===== src/rtl/mlp_layer_sequencer.sv =====
// rtl/mlp_layer_sequencer.sv - fully-connected layer sequencer feeding mlp_compute_datapath
module mlp_layer_sequencer #(
  parameter int LANES    = 8,
  parameter int CHUNK_W  = 4,
  parameter int NEURON_W = 6,
  parameter int WADDR_W  = 10,
  parameter int SETTLE   = 1
) (
  input  logic                  clk,
  input  logic                  rst,
  input  logic                  start,
  input  logic [CHUNK_W-1:0]    cfg_chunks,
  input  logic [NEURON_W-1:0]   cfg_neurons,
  input  logic [1:0]            cfg_act_type,
  output logic                  busy,
  output logic                  done,
  output logic                  cfg_err,
  output logic [CHUNK_W-1:0]    in_rd_addr,
  input  logic [LANES*8-1:0]    in_rd_data,
  output logic [WADDR_W-1:0]    w_rd_addr,
  input  logic [LANES*8-1:0]    w_rd_data,
  output logic [NEURON_W-1:0]   b_rd_addr,
  input  logic [7:0]            b_rd_data,
  output logic                  mac_clear,
  output logic                  mac_enable,
  output logic [LANES*8-1:0]    data_out,
  output logic [LANES*8-1:0]    weight_out,
  output logic [7:0]            bias_out,
  output logic                  activation_enable,
  output logic [1:0]            activation_type,
  input  logic                  mac_valid,
  input  logic                  result_valid,
  input  logic [7:0]            result_in,
  output logic                  res_wr_en,
  output logic [NEURON_W-1:0]   res_wr_addr,
  output logic [7:0]            res_wr_data
);

  localparam logic [3:0] S_IDLE     = 4'd0;
  localparam logic [3:0] S_CLEAR    = 4'd1;
  localparam logic [3:0] S_FETCH    = 4'd2;
  localparam logic [3:0] S_LOAD     = 4'd3;
  localparam logic [3:0] S_ISSUE    = 4'd4;
  localparam logic [3:0] S_WAIT_MAC = 4'd5;
  localparam logic [3:0] S_ACT      = 4'd6;
  localparam logic [3:0] S_WAIT_ACT = 4'd7;
  localparam logic [3:0] S_WRITE    = 4'd8;
  localparam logic [3:0] S_DONE     = 4'd9;

  localparam logic [1:0] SETTLE_CNT = SETTLE[1:0];

  logic [3:0]          state_q, state_d;
  logic [CHUNK_W-1:0]  chunk_q, chunk_d;
  logic [NEURON_W-1:0] neuron_q, neuron_d;
  logic [WADDR_W-1:0]  wptr_q, wptr_d;
  logic [CHUNK_W-1:0]  n_chunks_q, n_chunks_d;
  logic [NEURON_W-1:0] n_neurons_q, n_neurons_d;
  logic [1:0]          act_type_q, act_type_d;
  logic                cfg_err_q, cfg_err_d;
  logic [1:0]          settle_q, settle_d;
  logic [LANES*8-1:0]  data_q, data_d;
  logic [LANES*8-1:0]  weight_q, weight_d;
  logic [7:0]          bias_q, bias_d;
  logic [7:0]          res_q, res_d;

  // Next-state and datapath-register update for the layer walk
  always_comb begin
    state_d     = state_q;
    chunk_d     = chunk_q;
    neuron_d    = neuron_q;
    wptr_d      = wptr_q;
    n_chunks_d  = n_chunks_q;
    n_neurons_d = n_neurons_q;
    act_type_d  = act_type_q;
    cfg_err_d   = cfg_err_q;
    settle_d    = settle_q;
    data_d      = data_q;
    weight_d    = weight_q;
    bias_d      = bias_q;
    res_d       = res_q;
    case (state_q)
      S_IDLE: begin
        if (start) begin
          n_chunks_d  = cfg_chunks;
          n_neurons_d = cfg_neurons;
          act_type_d  = cfg_act_type;
          chunk_d     = '0;
          neuron_d    = '0;
          wptr_d      = '0;
          settle_d    = '0;
          if (cfg_chunks == '0 || cfg_neurons == '0) begin
            // Zero-sized layer: flag it and finish without touching any buffer
            cfg_err_d = 1'b1;
            state_d   = S_DONE;
          end else begin
            cfg_err_d = 1'b0;
            state_d   = S_CLEAR;
          end
        end
      end
      S_CLEAR: state_d = S_FETCH;
      S_FETCH: state_d = S_LOAD;
      S_LOAD: begin
        data_d   = in_rd_data;
        weight_d = w_rd_data;
        bias_d   = b_rd_data;
        state_d  = S_ISSUE;
      end
      S_ISSUE: state_d = S_WAIT_MAC;
      S_WAIT_MAC: begin
        // settle_q == 0 means still waiting for mac_valid; otherwise counting down
        if (settle_q == 2'd0) begin
          if (mac_valid) begin
            settle_d = SETTLE_CNT;
          end
        end else if (settle_q == 2'd1) begin
          settle_d = 2'd0;
          wptr_d   = wptr_q + WADDR_W'(1);
          if (chunk_q == n_chunks_q - CHUNK_W'(1)) begin
            chunk_d = '0;
            state_d = S_ACT;
          end else begin
            chunk_d = chunk_q + CHUNK_W'(1);
            state_d = S_FETCH;
          end
        end else begin
          settle_d = settle_q - 2'd1;
        end
      end
      S_ACT: state_d = S_WAIT_ACT;
      S_WAIT_ACT: begin
        if (result_valid) begin
          res_d   = result_in;
          state_d = S_WRITE;
        end
      end
      S_WRITE: begin
        chunk_d = '0;
        if (neuron_q == n_neurons_q - NEURON_W'(1)) begin
          state_d = S_DONE;
        end else begin
          neuron_d = neuron_q + NEURON_W'(1);
          state_d  = S_CLEAR;
        end
      end
      S_DONE:  state_d = S_IDLE;
      default: state_d = S_IDLE;
    endcase
  end

  // State and register storage; reset aborts any run in progress
  always_ff @(posedge clk or posedge rst) begin
    if (rst) begin
      state_q     <= S_IDLE;
      chunk_q     <= '0;
      neuron_q    <= '0;
      wptr_q      <= '0;
      n_chunks_q  <= '0;
      n_neurons_q <= '0;
      act_type_q  <= '0;
      cfg_err_q   <= 1'b0;
      settle_q    <= '0;
      data_q      <= '0;
      weight_q    <= '0;
      bias_q      <= '0;
      res_q       <= '0;
    end else begin
      state_q     <= state_d;
      chunk_q     <= chunk_d;
      neuron_q    <= neuron_d;
      wptr_q      <= wptr_d;
      n_chunks_q  <= n_chunks_d;
      n_neurons_q <= n_neurons_d;
      act_type_q  <= act_type_d;
      cfg_err_q   <= cfg_err_d;
      settle_q    <= settle_d;
      data_q      <= data_d;
      weight_q    <= weight_d;
      bias_q      <= bias_d;
      res_q       <= res_d;
    end
  end

  // Strobes are pure state decodes, so they are one cycle wide and mutually exclusive
  always_comb begin
    busy              = (state_q != S_IDLE) && (state_q != S_DONE);
    done              = (state_q == S_DONE);
    cfg_err           = cfg_err_q;
    in_rd_addr        = chunk_q;
    w_rd_addr         = wptr_q;
    b_rd_addr         = neuron_q;
    mac_clear         = (state_q == S_CLEAR);
    mac_enable        = (state_q == S_ISSUE);
    activation_enable = (state_q == S_ACT);
    res_wr_en         = (state_q == S_WRITE);
    res_wr_addr       = (state_q == S_WRITE) ? neuron_q : '0;
    res_wr_data       = (state_q == S_WRITE) ? res_q : '0;
    data_out          = data_q;
    weight_out        = weight_q;
    bias_out          = bias_q;
    activation_type   = act_type_q;
  end

endmodule


===== config.mk =====
export PLATFORM = sky130hd
export DESIGN_NAME = mlp_layer_sequencer
export DESIGN_NICKNAME = d
export VERILOG_FILES = /design/src/rtl/mlp_layer_sequencer.sv
export SDC_FILE = /design/constraint.sdc
export NUM_CORES = 1
export LEC_CHECK = 0
export CAP_MARGIN = 20
export CORE_MARGIN = 2
export CORE_UTILIZATION = 30
export CTS_BUF_LIST = sky130_fd_sc_hd__clkbuf_8
export CTS_CLUSTER_SIZE = 28
export DETAILED_ROUTE_END_ITERATION = 12
export PLACE_DENSITY = 0.64
export SLEW_MARGIN = 20
export SYNTH_ARGS = -nofsm -noshare
export SYNTH_HDL_FRONTEND = slang
export SYNTH_SLANG_ARGS = --single-unit

===== constraint.sdc =====
create_clock -name clk -period 7.7 [get_ports clk]
set_clock_uncertainty 0.05 [all_clocks]
set_input_delay 1.54 -clock clk [delete_from_list [all_inputs] [get_ports clk]]
set_output_delay 1.54 -clock clk [all_outputs]
set_load 0.02 [all_outputs]

Yosys cells after proc, flatten, opt, wreduce, memory -nomap -nowiden
Cells that the tools add are included.
Word-level totals
  ROM bits: 0
  latch bits: 0
  register bits: 183
  memory bits (writable): 0
  word-level logic and storage cells: 83
  input bits: 161
  output and inout port bits: 179
  memories kept: 0
Operators by class
  bitwise logic cells: 0
  reduce and logical (&&, ||, !) cells: 17
  add/subtract/negate cells: 6
  equality and inequality tests: 19
  magnitude comparators: 0
  muxes and demuxes: 28
  shift-type cells: 0
  divide/modulo/power cells: 0
  multiply operators: 0
Operators by type and width (count)
  $mux W4: 10
  $pmux W4 S9: 1
  $mux W10: 3
  $pmux W10 S2: 1
  $mux W6: 3
  $eq A4 B3 Y1 const B: 4
  $pmux W4 S3: 1
  $pmux W6 S2: 1
  $reduce_and A4 Y1: 3
  $add A10 B1 Y10 const B: 1
  $ne A2 B2 Y1 const B: 5
  $eq A4 B2 Y1 const B: 2
  $eq A4 B4 Y1 const B: 2
  $logic_not A4 Y1: 2
  $mux W2: 4
  $mux W8: 1
  $add A6 B1 Y6 const B: 1
  $eq A6 B6 Y1: 1
  $logic_not A6 Y1: 1
  $reduce_and A3 Y1: 2
  $sub A6 B1 Y6 const B: 1
  $add A4 B1 Y4 const B: 1
  $eq A4 B1 Y1 const B: 1
  $eq A4 B4 Y1: 1
  15 further kinds: 17

Depth between registers and ports, before layout
Gate-level depths: netlist of the first run.
  depth in word-level cells: 6
  gate-level depth with buffers: 7
  mapped depth without buffers: 7

Worst setup path after synthesis of the first run
No wires, ideal clock.
  path type: flip-flop to output port
  start: register state_q[0]
  end: output port busy
  data required time: 6110 ps
  buffers on the path: 2
  setup slack: 4298 ps
  cell stages (with the launch flop): 5
  arrival: 1812 ps
  path through: dfrtp_1 > buf_6 > clkbuf_1 > nor4bb_1 > nor2_1
On the way
  longest elaborated chain between the ends: 2
  elaborated cells on any way between the ends: 3
  those cells by class: eq/ne (1); reduce/logical (2)
Ends and longest elaborated chain
  start, declared: line 52  | logic [3:0] state_q, state_d;
  start signal, assigned: line 168  | state_q <= state_d;
  $ne A4 B4 Y1 or $reduce_bool A4 Y1 (tied branches): line 186  | busy = (state_q != S_IDLE) && (state_q != S_DONE);
  $logic_and A1 B1 Y1 *: line 186
  end, declared: line 15  | output logic busy,
Mark *: on every way between the ends. The rest lies on a longest branch, timed or not.

Final worst setup path of the first run
  start: register state_q[2]
  end: output port res_wr_data[0]
On the way
  longest elaborated chain between the ends: 2
Ends and longest elaborated chain
  $eq A4 B4 Y1: line 197  | res_wr_data = (state_q == S_WRITE) ? res_q : '0;
  $mux W8: line 197
  end, declared: line 36  | output logic [7:0] res_wr_data
No other way between the ends.

==> summary.md, run 1 <==
| Metric | Value |
|---|---|
| Synth Net Count | `about 740` |
| First-pass GRT wire length | `~33 mm` |
| Total placed cells including tap cells | `~1200` |
| Worst-Margin Slew | `approximately 1100 ps` |
| Endpoint class of the critical path | `output port` |
| Buffers on Ports | `about 340` |
| Post-CTS setup buffer count | `0` |
| DRC Markers | `0` |
| Post-synthesis cell count | `approximately 570` |
| Resize count post-CTS | `0` |
| Cell with the most instances after synthesis | `dfrtp_1` |
| #FFs+latches synth | `between 150 and 200` |
| Required @ worst endpoint | `6110 ps` |
| Die area | `between 0.02 and 0.03 mm^2` |
| Clock-pin slew on the worst setup and hold paths | `~100 ps` |
| CTS max path bufs | `2` |
| M2 GR Usage | `about a quarter` |
| Synth area leader | `dfrtp_1` |
| H-tree depth | `4` |
| Dominant synthesized flop cell | `dfrtp_1` |
| DRT antenna net count | `0` |
| Final Wtd Congestion | `around 0.76` |
| Yosys top cell area share | `between 50% and 60%` |
| Post-synth cell types | `between 40 and 50` |
| Final worst-path cycle share | `56.7%` |
| Vias in the first global route | `approximately 6000` |
| DR vias/cell | `about 4.6` |
| DR pass1 iterations | `4` |
| EDFF count, synth | `0` |
| Top cells by count, synth | `dfrtp_1, mux2_2, nand2_1` |
| Arrival @ worst endpoint | `between 2000 and 3000 ps` |
| Clock tree sinks | `between 150 and 200` |
| Critical path fanouts, max | `17` |
| Hold buffers post-CTS | `0` |
| Chip Width | `approximately 160 um` |
| Max VDD drop | `0.217 mV` |
| Max Cap Viol | `0` |
| Initial DRC Count | `237` |
| Final min period | `approximately 4400 ps` |
| Routed WL | `~22 mm` |
| Die Ht | `about 160 um` |
| Leakage | `4.84 nW` |
| GRT overflow | `0` |
| Via count | `roughly 5700` |
| Hold WC Path Type | `reg2reg` |
| Setup CP Type | `reg2out` |
| Largest net degree at the start of global routing | `88` |
| Initial Util | `between 30% and 40%` |
| TritonCTS clock tree | `done` |
| Worst Setup Start Kind | `flop` |
| CTS root buffer | `clkbuf_8` |
| Top cells by area, synth | `dfrtp_1, mux2_2, nand2_1` |
| Final Hold Viols | `0` |
| Setup-failing EPs final | `0` |
| Slew margin rel. | `roughly 28%` |
| Cts bufs inserted | `17` |
| GR peak layer | `met2` |
| IO Pins | `340` |
| Cell area after synthesis | `~0.0077 mm^2` |
| RSZ-0062 raised after global routing | `no` |
| Tot GR Track Use | `about 16%` |
| Area delta synth->final | `53.6%` |
| Clock Latency Late Sink | `470 ps` |
| Ant diodes | `0` |
| Synth Warn # | `0` |
| FP Rows | `58` |
| Non-Filler Instances | `between 1000 and 1500` |
| Fillers | `approximately 2300` |
| Area of the core | `about 0.025 mm^2` |
| Setup TNS | `0 ps` |
| Initial antenna violation count | `0` |
| Ys async rst share | `100%` |
| Syn avg cell area | `~14 um^2` |
| Total Nets Final | `1070` |
| Share of layout cells above drive strength 1 | `21.2%` |
| Max Slew Vio Count | `0` |
| M1 GR Usage | `19.7%` |
| Result of the run | `finished, final reports clean` |
| PwrDens | `412 mW/mm^2` |
| Post-synthesis sequential area ratio | `around three fifths` |
| Met3 Use GR | `6.87%` |
| Fmax | `between 0.2 and 0.25 GHz` |
| Post-DR wirelength/cell | `17.4 um` |
| DP HPWL | `15.9 mm` |
## routing by layer
metal | up-vias | wire [um]
met3 | 22 | 1950
met2 | 205 | 10600
met5 | - | 0
met4 | 0 | 358
li1 | 2660 | -
met1 | 2832 | 8810
## state kept, by name, summed over array words and instances, names as in the netlist
name / flops
data_out: 64
weight_out: 64
w_rd_addr: 10
bias_out: 8
res_q: 8
b_rd_addr: 6
n_neurons_q: 6
in_rd_addr: 4
n_chunks_q: 4
state_q: 4
activation_type: 2
settle_q: 2
cfg_err: 1
## area by class of cell
cell class	instances	area, um^2	area share [%]
Tap cell	330	413	3.49
Inverter	10	42.5	0.359
Sequential cell	183	4580	38.7
Clock inverter	15	179	1.51
Timing Repair Buffer	343	3420	28.9
Multi-Input combinational cell	349	2960	25.0
Clock buffer	17	234	1.98
## worst max-delay path, cell delays in order (launching register included)
cell	delay, ps
dfrtp_1	600
nor4b_4	850
and2_1	240
clkdlybuf4s50_1	620
## cells by family after synthesis
group,count (synthesis),synth area share [%]
multiplexers,152,22.1
AO/OA/AOI/OAI,39,3.49
flip-flops,183,59.4
AND/OR/NAND/NOR,133,9.68
XOR/XNOR,20,2.27
buffers and inverters,37,2.18
adder cells (fa/ha/maj),5,0.812
## where the power goes
group | switching, W | internal [W] | leakage [nW]
combinational | 0.00119 | 0.00132 | 2.43
sequential | 0.000296 | 0.00141 | 2.20
clock | 0.000416 | 0.000248 | 0.203
total | 0.00190 | 0.00298 | 4.84
## through the flow
step           area [um^2]  total power (W)  util, %  hold WS (ps)  setup WS, ps
2_1_floorplan         7700          0.00311        -           415          1140
3_3_place_gp         11400          0.00423     45.4           413          3910
3_5_place_dp         11400          0.00426     45.4           419          3800
4_1_cts              11800          0.00495     47.0           446          3260
5_1_grt              11800          0.00517     47.0           478          3130
6_report             11800          0.00488     47.0           444          3340
## path summary, 6_finish.rpt
kind / start / end / slack [ps] / depth (start not counted)
max: state_q[2]$_DFFE_PP0P_ / res_wr_data[0] / 3340 / 3
min: activation_type[1]$_DFFE_PP0P_ / activation_type[1]$_DFFE_PP0P_ / 440 / 2
max reg2reg: state_q[0]$_DFFE_PP0P_ / data_out[4]$_DFFE_PP0N_ / 4460 / 5
min reg2reg: activation_type[1]$_DFFE_PP0P_ / activation_type[1]$_DFFE_PP0P_ / 440 / 2
max in group asynchronous: rst / bias_out[5]$_DFFE_PP0N_ / 4710 / 3
min in group asynchronous: rst / weight_out[10]$_DFFE_PP0N_ / 1520 / 2
## cells in the final DEF (no fill, tap or decap), types with 2 or more instances in the layout
cell	instances
xor2_1	14
nor2b_1	5
nor4b_4	2
dfrtp_1	183
buf_4	4
xnor2_1	6
a32o_1	2
nor4_1	4
nand4_1	8
nand2_1	44
ha_1	5
mux2i_1	5
a21o_1	2
inv_8	3
clkdlybuf4s50_1	339
nand3_1	7
or3_1	2
clkinv_4	2
mux2_2	147
nand2b_1	6
and2_1	17
o21ai_0	12
a31oi_1	4
nor2_1	16
inv_1	9
or4_1	2
clkbuf_8	17
a21oi_1	9
inv_6	3
and3_1	4
clkinv_8	6
nor3_1	4
Power figures use the tool's default switching activity.
==> run 2: changes to the inputs <==
--- a/config.mk
+++ b/config.mk
@@ -11,7 +11,7 @@
 export CTS_BUF_LIST = sky130_fd_sc_hd__clkbuf_8
 export CTS_CLUSTER_SIZE = 28
 export DETAILED_ROUTE_END_ITERATION = 12
-export PLACE_DENSITY = 0.64
+export PLACE_DENSITY = 0.66
 export SLEW_MARGIN = 20
 export SYNTH_ARGS = -nofsm -noshare
 export SYNTH_HDL_FRONTEND = slang
==> constraint.sdc (replaced) <==
create_clock -name clk -period 3.6 [get_ports clk]
set_clock_uncertainty 0.05 [all_clocks]
set_input_delay 0.72 -clock clk [delete_from_list [all_inputs] [get_ports clk]]
set_output_delay 0.72 -clock clk [all_outputs]
set_load 0.02 [all_outputs]
==> run 2 against run 1 <==
Flip-flop and latch count is the same. Core utilization grew 0.36 points. Largest power group unchanged. Register-to-register slack worse by 3300 ps. Critical endpoint unchanged. Critical path type unchanged.
==> summary.md, run 2 (same netlist as run 1, synthesis figures left out) <==
| Metric | Value |
|---|---|
| Result of the run | `finished, final reports clean` |
| Comb power frac | `around 50%` |
| DRC Markers | `0` |
| PwrDens | `885 mW/mm^2` |
| Sw frac | `38.5%` |
| H-tree depth | `4` |
| Area of the core | `roughly 0.025 mm^2` |
| DP HPWL | `about 16 mm` |
| Total Nets Final | `~1100` |
| First-pass GRT wire length | `around 33 mm` |
| CTS max path bufs | `2` |
| Internal | `approximately 0.0065 W` |
| Fmax | `0.314 GHz` |
| Non-Filler Instances | `between 1000 and 1500` |
| Ant diodes | `0` |
| WP buf/inv | `2` |
| Die area | `between 0.02 and 0.03 mm^2` |
| Dpl ws | `863 ps` |
| DR pass1 iterations | `4` |
| Cts bufs inserted | `17` |
| DR vias/cell | `4.54` |
| Max Cap Viol | `0` |
| Post-DR wirelength/cell | `between 15 and 20 um` |
| DP Area | `approximately 0.011 mm^2` |
| Arrival @ worst endpoint | `between 2000 and 2500 ps` |
| GRT overflow | `0` |
| Worst-Margin Slew | `a little under 900 ps` |
| Final Hold Viols | `0` |
| Initial antenna violation count | `0` |
| Total power | `between 0.01 and 0.015 W` |
| Fillers | `about 2300` |
| Initial Util | `a little under a third` |
| Tot GR Track Use | `15.9%` |
| CTS root buffer | `clkbuf_8` |
| Post-CTS setup buffer count | `0` |
| Max Slew Vio Count | `0` |
| Setup-failing EPs final | `0` |
| Worst Setup Start Kind | `flop` |
| CP max-delay cell | `clkdlybuf4s50_1` |
| Initial DRC Count | `roughly 300` |
| Final worst-path cycle share | `slightly below 90%` |
| Crit-path cells | `nor4b_4 > buf_4 > and2_1 > clkdlybuf4s50_1` |
| DRT antenna net count | `0` |
| Critical path fanouts, max | `17` |
| Setup TNS | `0 ps` |
| Sw power | `0.00407 W` |
| Final Wtd Congestion | `0.804` |
| Area delta synth->final | `54.8%` |
| Routed WL | `between 20 and 25 mm` |
| Required @ worst endpoint | `2830 ps` |
| Via count | `roughly 5700` |
| Clock Latency Late Sink | `between 400 and 500 ps` |
| Most frequent cells in the layout | `clkdlybuf4s50_1, dfrtp_1, mux2_2` |
| Max VDD drop | `0.449 mV` |
| Chip Width | `between 150 and 200 um` |
| Post-route cell area | `~0.012 mm^2` |
| Setup CP Type | `reg2out` |
| IO Pins | `between 300 and 400` |
| Total placed cells including tap cells | `approximately 1200` |
| Clock tree sinks | `about 180` |
| Final min period | `3190 ps` |
| FP Rows | `58` |
| Sequential Power Share | `34.7%` |
| Die Ht | `164 um` |
| Share of layout cells above drive strength 1 | `21.4%` |
| TritonCTS clock tree | `done` |
| Final Worst Setup Slack | `about 410 ps` |
| Hold buffers post-CTS | `0` |
| Hold WC Path Type | `reg2reg` |
| Slew margin rel. | `between 40 and 50%` |
| Buffers on Ports | `approximately 340` |
| Clock power frac | `between 10% and 20%` |
| Leakage | `between 4 and 5 nW` |
| Largest net degree at the start of global routing | `approximately 100` |
| Top delay family on crit path | `buffers and inverters` |
| Vias in the first global route | `about 5800` |
| RSZ-0062 raised after global routing | `no` |
| Most common cell after layout, fill and taps aside | `clkdlybuf4s50_1` |
| Resize count post-CTS | `0` |
| Endpoint class of the critical path | `output port` |
| Clock-pin slew on the worst setup and hold paths | `about 110 ps` |
| Max incr delay on CP | `600 ps` |
[run 2: path summary, 6_finish.rpt]
| path | from | to | slack [ps] | depth (start not counted) |
|---|---|---|---|---|
| max | state_q[2]$_DFFE_PP0P_ | res_wr_data[0] | 410 | 4 |
| min | activation_type[1]$_DFFE_PP0P_ | activation_type[1]$_DFFE_PP0P_ | 430 | 2 |
| max reg2reg | state_q[2]$_DFFE_PP0P_ | b_rd_addr[0]$_DFFE_PP0P_ | 1170 | 6 |
| min reg2reg | activation_type[1]$_DFFE_PP0P_ | activation_type[1]$_DFFE_PP0P_ | 430 | 2 |
| max in group asynchronous | rst | weight_out[14]$_DFFE_PP0N_ | 2290 | 3 |
| min in group asynchronous | rst | weight_out[51]$_DFFE_PP0N_ | 720 | 3 |
[run 2: worst min-delay path, cell delays in order, from the launching register on]
cell and delay, ps:
dfrtp_1 360, nand2_1 50, nand2_1 50
[run 2: layer usage]
layer  GRT usage (%)  routed length [um]  part of all wire [%]
met5               0                   0                     0
met3            5.53                1450                   6.7
met1            19.9                8940                    41
met2            26.1               10800                    50
met4            4.39                 351                   1.6
[run 2: power by group through the flow]
stage	logic, W	registers [W]	clock network [W]
6_report	0.00538	0.00366	0.00151
5_1_grt	0.00573	0.00380	0.00166
4_1_cts	0.00546	0.00367	0.00158
3_5_place_dp	0.00544	0.00370	0
3_3_place_gp	0.00540	0.00366	0
2_1_floorplan	0.00207	0.00458	0
[run 2: stage by stage]
step,hold WS (ps),util (%)
2_1_floorplan,415,-
3_3_place_gp,408,45.6
3_5_place_dp,413,45.6
4_1_cts,441,47.4
5_1_grt,464,47.4
6_report,433,47.4
[run 2: final cells by class]
type                       count  area (um^2)  area share [%]
clock buffer                  17          234            1.96
clock inverter                15          198            1.66
inverter                      10         41.3           0.346
multi-input combinational    349         2960            24.8
sequential                   183         4580            38.4
tap                          330          413            3.46
timing repair buffer         346         3500            29.3
